`src/rtl/s1_result_collector.sv`:
```
// Block collector downstream of s1: accumulates sum(x), max(z) and count(x<0)
// over blocks of BLOCK_LEN samples and offers each summary on a valid/ready port.
module s1_result_collector #(
    parameter int BLOCK_LEN = 8
) (
    input  logic               clk,
    input  logic               rst,
    input  logic               in_valid,
    output logic               in_ready,
    input  logic signed [7:0]  z_in,
    input  logic signed [15:0] x_in,
    input  logic               flush,
    output logic               out_valid,
    input  logic               out_ready,
    output logic signed [23:0] sum_out,
    output logic signed [7:0]  zmax_out,
    output logic [7:0]         neg_cnt,
    output logic [7:0]         len_out
);

    typedef enum logic [0:0] {
        ACCUM = 1'b0,
        HOLD  = 1'b1
    } state_t;

    localparam logic [7:0] BLOCK_LEN_C = 8'(BLOCK_LEN);

    state_t             state_q, state_d;
    logic signed [23:0] acc_q, acc_d;
    logic signed [7:0]  zmax_q, zmax_d;
    logic [7:0]         neg_q, neg_d;
    logic [7:0]         cnt_q, cnt_d;
    logic               in_ready_q, in_ready_d;
    logic               out_valid_q, out_valid_d;
    logic               accept_s;
    logic               close_s;
    logic [7:0]         cnt_inc_s;

    // Next-state and accumulator update logic
    always_comb begin
        accept_s    = in_valid && (state_q == ACCUM);
        cnt_inc_s   = cnt_q + 8'd1;
        close_s     = 1'b0;
        state_d     = state_q;
        acc_d       = acc_q;
        zmax_d      = zmax_q;
        neg_d       = neg_q;
        cnt_d       = cnt_q;
        case (state_q)
            ACCUM: begin
                if (accept_s) begin
                    acc_d = acc_q + {{8{x_in[15]}}, x_in};
                    neg_d = neg_q + {7'd0, x_in[15]};
                    cnt_d = cnt_inc_s;
                    // The first sample seeds the max so all-negative blocks report correctly
                    if ((cnt_q == 8'd0) || (z_in > zmax_q)) begin
                        zmax_d = z_in;
                    end else begin
                        zmax_d = zmax_q;
                    end
                end else begin
                    acc_d  = acc_q;
                    zmax_d = zmax_q;
                    neg_d  = neg_q;
                    cnt_d  = cnt_q;
                end
                close_s = (accept_s && (cnt_inc_s == BLOCK_LEN_C)) ||
                          (flush && ((cnt_q != 8'd0) || accept_s));
                if (close_s) begin
                    state_d = HOLD;
                end else begin
                    state_d = ACCUM;
                end
            end
            HOLD: begin
                if (out_ready) begin
                    state_d = ACCUM;
                    acc_d   = 24'sd0;
                    zmax_d  = 8'sd0;
                    neg_d   = 8'd0;
                    cnt_d   = 8'd0;
                end else begin
                    state_d = HOLD;
                end
            end
            default: begin
                state_d = ACCUM;
                acc_d   = 24'sd0;
                zmax_d  = 8'sd0;
                neg_d   = 8'd0;
                cnt_d   = 8'd0;
            end
        endcase
        in_ready_d  = (state_d == ACCUM);
        out_valid_d = (state_d == HOLD);
    end

    // State, accumulators and registered handshake outputs
    always_ff @(posedge clk or negedge rst) begin
        if (!rst) begin
            state_q     <= ACCUM;
            acc_q       <= 24'sd0;
            zmax_q      <= 8'sd0;
            neg_q       <= 8'd0;
            cnt_q       <= 8'd0;
            in_ready_q  <= 1'b1;
            out_valid_q <= 1'b0;
        end else begin
            state_q     <= state_d;
            acc_q       <= acc_d;
            zmax_q      <= zmax_d;
            neg_q       <= neg_d;
            cnt_q       <= cnt_d;
            in_ready_q  <= in_ready_d;
            out_valid_q <= out_valid_d;
        end
    end

    assign in_ready  = in_ready_q;
    assign out_valid = out_valid_q;
    assign sum_out   = acc_q;
    assign zmax_out  = zmax_q;
    assign neg_cnt   = neg_q;
    assign len_out   = cnt_q;

endmodule

```
`config.mk`:
```
export PLATFORM = sky130hd
export DESIGN_NAME = s1_result_collector
export DESIGN_NICKNAME = d
export VERILOG_FILES = /design/src/rtl/s1_result_collector.sv
export SDC_FILE = /design/constraint.sdc
export NUM_CORES = 1
export LEC_CHECK = 0
export CAP_MARGIN = 20
export CORE_MARGIN = 5
export CORE_UTILIZATION = 55
export DETAILED_ROUTE_END_ITERATION = 10
export PLACE_DENSITY_LB_ADDON = 0.15
export SYNTH_ARGS = -nofsm -noshare
export SYNTH_HDL_FRONTEND = slang
export SYNTH_SLANG_ARGS = --single-unit
export TNS_END_PERCENT = 10
```
`constraint.sdc`:
```
create_clock -name clk -period 5.1 [get_ports clk]
set_clock_uncertainty 0.1 [all_clocks]
set_input_delay 1.02 -clock clk [delete_from_list [all_inputs] [get_ports clk]]
set_output_delay 1.02 -clock clk [all_outputs]
set_load 0.005 [all_outputs]
```
# Yosys cells after proc, flatten, opt, wreduce, memory -nomap -nowiden
# Index checks and enable logic that the tools add are counted.
# totals
mem_count,0
register_bits,50
out_inout_bits,50
latchBits,0
ramBits,0
wordCells,40
in_bits,29
mem_bits_ro,0
# classes
order_cmp,1
bitwise,2
eq_ne,4
reduce_logical,10
mul,0
n_shift,0
addsub,3
n_mux,14
div,0
# ops
operator,n
$mux W24,2
$pmux W24 S2,1
$pmux W8 S2,3
$mux W8,5
$add A24 B24 Y24,1
$add A8 B1 Y8,1
$add A8 B1 Y8 const B,1
$eq A8 B4 Y1 const B,1
$gt A8 B8 Y1,1
$logic_not A8 Y1,1
$reduce_bool A8 Y1,1
$ne A2 B2 Y1 const B,2
$logic_and A1 B1 Y1,3
$logic_or A1 B1 Y1,3
$reduce_and A3 Y1,1
$mux W1,2
$ne A2 B1 Y1 const B,1
$not A1 Y1,2
$pmux W1 S2,1
$reduce_and A2 Y1,1

# Longest topological paths before layout
# Gate-level depths: netlist (run 1).
# logic_depth
depth_word,8
depth_mapped,11
mapped_depth_nobuf,10

# Worst setup path after synthesis (run 1)
# OpenSTA, ideal clock, no wires.
# synth_timing
kind,input-to-reg
startpoint,in x_in[0]
endpoint,reg acc_q[16] (netlist: sum_out[16])
t_arrival_ns,2.891
setup_slack_ns,1.975
setup_ns,0.134
path_buffers,0
required_ns,4.866
path_stages,10
cell_sequence,ha_1 -> fa_1 -> a21oi_1 -> o21ai_0 -> o211a_1 -> or2_1 -> o21a_1 -> a21oi_1 -> xor2_1 -> o21ai_0
# synth_via
elab_chain_cells,3
# synth_lines
item,line_no,text
start: declaration,11,"input logic signed [15:0] x_in,"
$add A24 B24 Y24,52,"acc_d = acc_q + {{8{x_in[15]}}, x_in};"
$mux W24,51,if (accept_s) begin
$pmux W24 S2,49,case (state_q)
end signal: assignment,102,acc_q <= 24'sd0;
end signal: assignment,110,acc_q <= acc_d;
end: declaration,29,"logic signed [23:0] acc_q, acc_d;"
# No other way between the ends. The select of a mux whose other input is x is not followed.
# A chain may end at the register's enable or synchronous reset.

# Worst setup path after layout (run 1)
# layout_timing
startpoint,in x_in[0]
endpoint,reg acc_q[18] (netlist: sum_out[18])
# The elaborated chain is that of the path after synthesis.

==> results of run 1 <==
[layout make-up]
type / count / area, sq um / area share [%]
Clock inverter: 3 / 68.8 / 1.54
Timing Repair Buffer: 81 / 798 / 17.9
Multi-Input combinational cell: 314 / 2120 / 47.5
Sequential cell: 50 / 1250 / 28.1
Clock buffer: 5 / 68.8 / 1.54
Tap cell: 77 / 96.3 / 2.16
Inverter: 15 / 56.3 / 1.26
[metal layers]
| layer | routed length, microns | vias up |
|---|---|---|
| li1 | - | 1584 |
| met1 | 3810 | 1522 |
| met2 | 4240 | 91 |
| met3 | 429 | 7 |
| met4 | 82 | 0 |
| met5 | 0 | - |
[sequential cells by signal, summed over array words and instances (netlist names)]
register / cells
sum_out: 24
out_valid: 1
neg_cnt: 8
in_ready: 1
len_out: 8
zmax_out: 8
[path summary, 6_finish.rpt]
kind	start	to	slack [ns]	cells past startpoint
worst max-delay path	x_in[0]	sum_out[18]	1.60	10
worst min-delay path	neg_cnt[7]	neg_cnt[7]	0.41	1
worst max register to register	sum_out[0]	sum_out[18]	2.34	9
worst min register to register	neg_cnt[7]	neg_cnt[7]	0.41	1
max in group asynchronous	rst	sum_out[13]	3.76	2
min in group asynchronous	rst	sum_out[1]	0.71	2
[cells in the final DEF, fill, tap and decap left out, types with 14 or more instances in the layout]
| master | synthesis | layout |
|---|---|---|
| nand2_1 | 55 | 55 |
| clkdlybuf4s50_1 | 0 | 77 |
| nor2_1 | 15 | 15 |
| ha_1 | 35 | 35 |
| a21oi_1 | 24 | 23 |
| xor2_1 | 14 | 14 |
| inv_1 | 15 | 15 |
| dfrtp_1 | 49 | 49 |
| o21ai_0 | 41 | 41 |
[through the flow]
stage                     area [sq um]  setup slack [ns]
after floorplan                   3470              1.98
after global placement            4320              1.39
after detailed placement          4320              1.30
after CTS                         4460              1.60
after global routing              4460              1.46
final                             4460              1.60
[power by group through the flow]
stage | sequential (W) | clock (W) | combinational (W)
finish | 0.000669 | 0.000336 | 0.00127
global route | 0.000690 | 0.000355 | 0.00142
CTS | 0.000668 | 0.000339 | 0.00128
detailed placement | 0.000674 | 0 | 0.00127
global placement | 0.000669 | 0 | 0.00124
floorplan | 0.000650 | 0 | 0.000794
[worst max-delay path: cells and delay by family]
kind / cells / cell delay (ns)
buf+inv: 1 / 0.41
xor+xnor: 1 / 0.18
fa+ha+maj: 2 / 0.66
compound gates: 6 / 1.32
[kinds of logic (layout without fill, tap and decap cells)]
group	Yosys count	count (layout)	synth area share, %
buf+inv	31	104	3.35
xor+xnor	24	24	6.05
compound gates	130	130	24.2
simple gates	124	124	17.2
flops	50	50	36.0
fa+ha+maj	36	36	13.2
==> results.txt, run 1 <==
Status - finished, final reports clean
H-tree Lvls - 2
Critical Path AT - 3.59 ns
Synth warnings - 0
Syn_area_per_cell - 8.80 sq um
Fillcell total - 508
Seq cells post-synth - 50
CTS buffer count - 5
Post-CTS Resized - 0
NetSw - 0.000910 W
Ant. Diodes - 0
Fmax - 0.286 GHz
Clock Latency Late Sink - 0.31 ns
Slowest-stage cell, CP - clkdlybuf4s50_1
Fin nets - 532
CTS clk-pin slew, worst paths - 0.10 ns
Clock Tree Buf Depth - 2
CP Cell Sequence - clkdlybuf4s50_1, ha_1, fa_1, a21oi_1, o21ai_0, o211a_1, o31ai_1, o21ai_0, xnor2_1, o21ai_0
Final Cycle Share - 68.5%
Layout area overhead - 28.3%
Max-cap viol count - 0
First-pass GRT wire length - 13600 microns
Post-synth top cells - 55 x nand2_1, 49 x dfrtp_1, 41 x o21ai_0
Initial DRT Pass Iterations - 4
Buffers on Ports - 78
EDFF count, synth - 0
Vias in the first global route - 3057
Sequential element share of the synthesized area - 36.0%
Seq pwr share - 29.4%
Unrepaired setup endpoints after global routing - no
Pwr per Cell Area - 511 mW/mm^2
Maximum vdd drop - 0.285 mV
Layout cells sized above 1 - 4.49%
CP Class - input pin to flop
Mapped Area - 0.00347 sq mm
Mapped Cells - 395
HP Class - flop to flop
WL/cell - 15.7 microns
Int Pwr - 0.00137 W
Leak - 2.02 nW
Comb pwr share - 55.9%
DR vias/cell - 5.88
Largest net degree at the start of global routing - 51
Non-filler instance count after layout - 545
Worst path max stage delay - 0.41 ns
Crit-path max FO - 3
Met3 Use GR - 3.32%
Met2 Use GR - 38.2%
GR Util All Layers - 21.4%
Via count - 3204
Top Ports - 79
# setup viols final - 0
Core footprint - 0.00624 sq mm
Die height - 89.5 microns
Primary FF master, synth - dfrtp_1
Chip Width - 89.5 microns
Post-synth ARST share - 100%
CTS Root Cell - clkbuf_8
GR Layer Usage met1 - 26.9%
DIE AREA - 0.00801 sq mm
CP Capture Type - flop
Sinks on Clock Net - 50
Slew Viols, Final - 0
Rows - 29
CTS tree - yes
Final wirelength - 8560 microns
Cell mode on critical path - o21ai_0
Top cells by area, synth - dfrtp_1 35%, ha_1 13%, nand2_1 5.9%
GRT overflow - 0
Min Tclk post-route - 3.50 ns
Clk network pwr share - 14.7%
Initial antenna violation count - 0
Relative slew slack - 40.4%
Count of unique library cells instantiated by Yosys - 47
Critical path startpoint category - input pin
Initial DRC count - 112
Worst Path Required - 5.19 ns
CTS Hold Bufs - 0
Placed insts - 537
Yosys top cell area share - 35.3%
Post-route DRC - 0
Worst-Margin Slew - 0.892 ns
Synth area leader - dfrtp_1
WHS - 0.415 ns
Fin Setup TNS - 0 ns
Placer's final routability congestion estimate - 0.871
Starting density of the core - 55.7%
Endpoints failing hold - 0
Count leader, synth - nand2_1
Synth Net Count - 460
Utilization after layout - 71.4%
Switching Fraction - 39.9%
Post-route ant nets - 0
GR peak layer - met2
Setup Buffers After CTS - 0
HPWL after DPL - 6360 microns
Overall Power - 0.00228 W
Note: power is estimated with default switching activity, not from simulation.
==> run 2, diff against run 1 <==
--- a/config.mk
+++ b/config.mk
@@ -7,7 +7,7 @@
 export LEC_CHECK = 0
 export CAP_MARGIN = 20
 export CORE_MARGIN = 5
-export CORE_UTILIZATION = 55
+export CORE_UTILIZATION = 51
 export DETAILED_ROUTE_END_ITERATION = 10
 export PLACE_DENSITY_LB_ADDON = 0.15
 export SYNTH_ARGS = -nofsm -noshare
==> constraint.sdc (replaced) <==
create_clock -name clk -period 3.6 [get_ports clk]
set_clock_uncertainty 0.1 [all_clocks]
set_input_delay 0.72 -clock clk [delete_from_list [all_inputs] [get_ports clk]]
set_output_delay 0.72 -clock clk [all_outputs]
set_load 0.005 [all_outputs]
==> run 2 against run 1 <==
- setup slack got worse by 1.2 ns
- utilization decreased by 5.2 points
- global-route usage about the same
- final cell count increased by 1.5%
- design area decreased by 0.20%
==> results.txt, run 2 (synthesis results as in run 1) <==
Status - finished, final reports clean
Initial antenna violation count - 0
Fin nets - 537
Crit path buf inv count - 1
Top Ports - 79
Utilization after layout - 66.2%
Unrepaired setup endpoints after global routing - no
# setup viols final - 0
Relative slew slack - 51.8%
Crit path to - sum_out[23]
R2R setup slack - 0.87 ns
CP top delay family - compound AO/OA/AOI/OAI gates
CTS buffer count - 5
Critical path startpoint category - input pin
Worst Path Required - 3.73 ns
Worst setup startpoint - x_in[10]
DIE AREA - 0.00856 sq mm
Largest register FFs - 24
Rows - 30
Max-cap viol count - 0
Via count - 3219
Buffers on Ports - 78
CTS tree - yes
CTS Root Cell - clkbuf_8
Vias in the first global route - 3247
H-tree Lvls - 2
NetSw - 0.00128 W
Cell mode on critical path - a21oi_1
Slowest-stage cell, CP - clkdlybuf4s50_1
Slew Viols, Final - 0
Initial DRC count - 135
Largest net degree at the start of global routing - 34
DR vias/cell - 5.82
R2R depth - 9
Fillcell total - 564
WP depth - 10
HP Class - input pin to async pin
GR Util All Layers - 21.4%
Place WS - 0.135 ns
GRT overflow - 0
Clk network pwr share - 11.2%
Initial DRT Pass Iterations - 5
CP Class - input pin to flop
Crit-path max FO - 5
Fmax - 0.316 GHz
Maximum vdd drop - 0.317 mV
Sinks on Clock Net - 50
Min Tclk post-route - 3.17 ns
CTS clk-pin slew, worst paths - 0.10 ns
Int Pwr - 0.00183 W
WL/cell - 15.6 microns
Final wirelength - 8640 microns
Starting density of the core - 51.7%
Clock Latency Late Sink - 0.31 ns
WHS - 0.353 ns
Ant. Diodes - 0
HPWL after DPL - 6490 microns
Clock Tree Buf Depth - 2
Final Cycle Share - 88.0%
Seq pwr share - 30.4%
Leak - 2.02 nW
Setup Buffers After CTS - 0
Switching Fraction - 41.1%
Endpoints failing hold - 0
Post-route setup slack - 0.431 ns
Layout area overhead - 28.1%
Comb pwr share - 58.4%
Post-route ant nets - 0
Critical Path AT - 3.30 ns
Core footprint - 0.00672 sq mm
Overall Power - 0.00311 W
Worst path max stage delay - 0.42 ns
CP Capture Type - flop
Reg2reg start - sum_out[10]
Placer's final routability congestion estimate - 0.868
First-pass GRT wire length - 15100 microns
Worst-Margin Slew - 0.723 ns
Post-route DRC - 0
Chip Width - 92.5 microns
Layout cells sized above 1 - 5.50%
Worst R2R End - sum_out[23]
Fin Setup TNS - 0 ns
Die height - 92.5 microns
CTS Hold Bufs - 0
Pwr per Cell Area - 700 mW/mm^2
Most common cell after layout, fill and taps aside - clkdlybuf4s50_1
Commonest cells after routing, fill and taps aside - 77 x clkdlybuf4s50_1, 55 x nand2_1, 49 x dfrtp_1
Post-CTS Resized - 0
CP Cell Sequence - clkdlybuf4s50_1, ha_1, a21oi_1, o21ai_0, a211o_1, nor3_2, a21oi_1, or3_1, and2_4, o211ai_2
[run 2: worst min path at each step]
stage,cells after the start,slack (ns),startpoint,endpoint
CTS,1,0.38,rst,neg_cnt[2]
detailed placement,1,0.39,neg_cnt[7],neg_cnt[7]
floorplan,0,0.32,rst,len_out[0]
global route,1,0.41,rst,neg_cnt[2]
finish,1,0.35,rst,neg_cnt[6]
global placement,1,0.37,neg_cnt[7],neg_cnt[7]
[run 2: layout make-up]
class | count | area, sq um | share of cell area, %
multi-input cells | 314 | 2110 | 47.4
clock inverters | 2 | 12.5 | 0.281
inverters | 15 | 56.3 | 1.27
flip-flops and latches | 50 | 1250 | 28.1
repair buffers | 86 | 836 | 18.8
clock buffers | 6 | 82.6 | 1.86
well taps | 80 | 100 | 2.25
[run 2: power groups by stage]
| stage | Clock (W) | Combinational [W] | Sequential (W) |
|---|---|---|---|
| 3_5_place_dp | 0 | 0.00182 | 0.000950 |
| 5_1_grt | 0.000390 | 0.00204 | 0.000978 |
| 2_1_floorplan | 0 | 0.00112 | 0.000921 |
| 4_1_cts | 0.000364 | 0.00183 | 0.000942 |
| 3_3_place_gp | 0 | 0.00178 | 0.000944 |
| 6_report | 0.000349 | 0.00182 | 0.000945 |
[run 2: stage by stage]
stage,cell area (sq um),cells
after floorplan,3470,395
after global placement,4350,545
after detailed placement,4350,545
after CTS,4450,553
after global routing,4450,553
final,4450,553
[run 2: routing by layer]
metal,up-vias,part of all wire (%),track usage (%)
met3,11,5.5,4.22
li1,1585,-,-
met2,104,48,35.7
met1,1519,45,28.5
met5,-,0,0
met4,0,1.4,5.20
==> run 3, diff against run 2 <==
--- a/config.mk
+++ b/config.mk
@@ -6,10 +6,12 @@
 export NUM_CORES = 1
 export LEC_CHECK = 0
 export CAP_MARGIN = 20
+export CORE_ASPECT_RATIO = 0.75
 export CORE_MARGIN = 5
 export CORE_UTILIZATION = 51
 export DETAILED_ROUTE_END_ITERATION = 10
 export PLACE_DENSITY_LB_ADDON = 0.15
+export SLEW_MARGIN = 40
 export SYNTH_ARGS = -nofsm -noshare
 export SYNTH_HDL_FRONTEND = slang
 export SYNTH_SLANG_ARGS = --single-unit
==> run 3 against run 2 <==
- via count fell by 0.87%
- setup slack worse by 0.087 ns
- sequential cell count unchanged
- largest cell class unchanged
- largest power group unchanged
- highest routed layer unchanged
==> results.txt, run 3 (synthesis results as in run 1) <==
Clock Latency Late Sink - 0.31 ns
CTS Root Cell - clkbuf_8
Ant. Diodes - 0
Buffers on Ports - 78
Top Ports - 79
CTS buffer count - 5
Fin nets - 536
CTS clk-pin slew, worst paths - 0.10 ns
DR vias/cell - 5.74
Post-route ant nets - 0
Placer's final routability congestion estimate - 0.896
Die height - 81.5 microns
Final wirelength - 8940 microns
DIE AREA - 0.00858 sq mm
Worst-Margin Slew - 0.775 ns
WHS - 0.236 ns
Relative slew slack - 48.2%
CTS Hold Bufs - 0
Initial antenna violation count - 0
Sinks on Clock Net - 50
Initial DRT Pass Iterations - 4
Reg2reg start - sum_out[10]
CTS tree - yes
CP Class - input pin to flop
Pwr per Cell Area - 715 mW/mm^2
Max-cap viol count - 0
Starting density of the core - 51.6%
Post-route DRC - 0
Rows - 26
Largest register FFs - 24
Unrepaired setup endpoints after global routing - no
Commonest cells after routing, fill and taps aside - 77 x clkdlybuf4s50_1, 55 x nand2_1, 49 x dfrtp_1
HPWL after DPL - 6770 microns
Crit-path max FO - 5
Endpoints failing hold - 0
First-pass GRT wire length - 15300 microns
Layout area overhead - 28.7%
Maximum vdd drop - 0.354 mV
Post-CTS Resized - 0
Vias in the first global route - 3068
Critical Path AT - 3.39 ns
H-tree Lvls - 2
Most common cell after layout, fill and taps aside - clkdlybuf4s50_1
HP Class - input pin to async pin
Place WS - 0.0675 ns
R2R setup slack - 0.76 ns
Via count - 3191
Core footprint - 0.00673 sq mm
Worst Path Required - 3.73 ns
Status - finished, final reports clean
Critical path startpoint category - input pin
Chip Width - 105 microns
WL/cell - 16.1 microns
# setup viols final - 0
GRT overflow - 0
Initial DRC count - 168
Min Tclk post-route - 3.26 ns
CP Capture Type - flop
Fin Setup TNS - 0 ns
Largest net degree at the start of global routing - 34
Post-route setup slack - 0.344 ns
Worst R2R End - sum_out[23]
GR Util All Layers - 21.8%
Setup Buffers After CTS - 0
R2R depth - 9
Fmax - 0.307 GHz
Final Cycle Share - 90.4%
Overall Power - 0.00320 W
Slew Viols, Final - 0
Clock Tree Buf Depth - 2
Leak - 2.03 nW
Layout cells sized above 1 - 5.08%
## run 3: cell type report
cell class / instances / area (sq um)
Fill cell: 583 / 2260
Multi-Input combinational cell: 314 / 2110
Sequential cell: 50 / 1250
Timing Repair Buffer: 85 / 831
Tap cell: 84 / 105
Clock buffer: 7 / 86.3
Inverter: 15 / 56.3
Clock inverter: 1 / 30.0
## run 3: per-stage QoR
step           instance area, sq um  instances  util (%)
2_1_floorplan                  3470        395         -
5_1_grt                        4470        556      66.4
3_3_place_gp                   4350        548      64.6
4_1_cts                        4470        556      66.4
3_5_place_dp                   4350        548      64.6
6_report                       4470        556      66.4
## run 3: worst max path at each step
stage	from	to	slack [ns]	cells past startpoint
after floorplan	x_in[0]	sum_out[16]	0.78	10
after global placement	x_in[10]	sum_out[23]	0.20	10
after detailed placement	x_in[0]	sum_out[22]	0.07	11
after CTS	x_in[0]	sum_out[22]	0.40	11
after global routing	x_in[10]	sum_out[23]	0.16	10
final	x_in[10]	sum_out[23]	0.34	10
## run 3: layer usage
metal  track usage, %  part of all wire [%]  vias to the layer above
met2             34.2                    44                       91
li1                 -                     -                     1587
met5                0                     0                        -
met1             31.0                    49                     1505
met4             6.03                  0.95                        0
met3             4.16                   6.0                        8
## run 3: power breakdown
part	internal (W)	switching [W]
Combinational	0.000920	0.000906
Sequential	0.000754	0.000194
Clock	0.000227	0.000197
## run 3: critical path, cell delays in order
cell and delay [ns]:
clkdlybuf4s50_1 0.41, ha_1 0.37, a21oi_1 0.27, o21ai_0 0.15, a211o_1 0.28, nor3_2 0.35, a21oi_1 0.15, or3_1 0.38
and2_4 0.17, o211ai_2 0.14
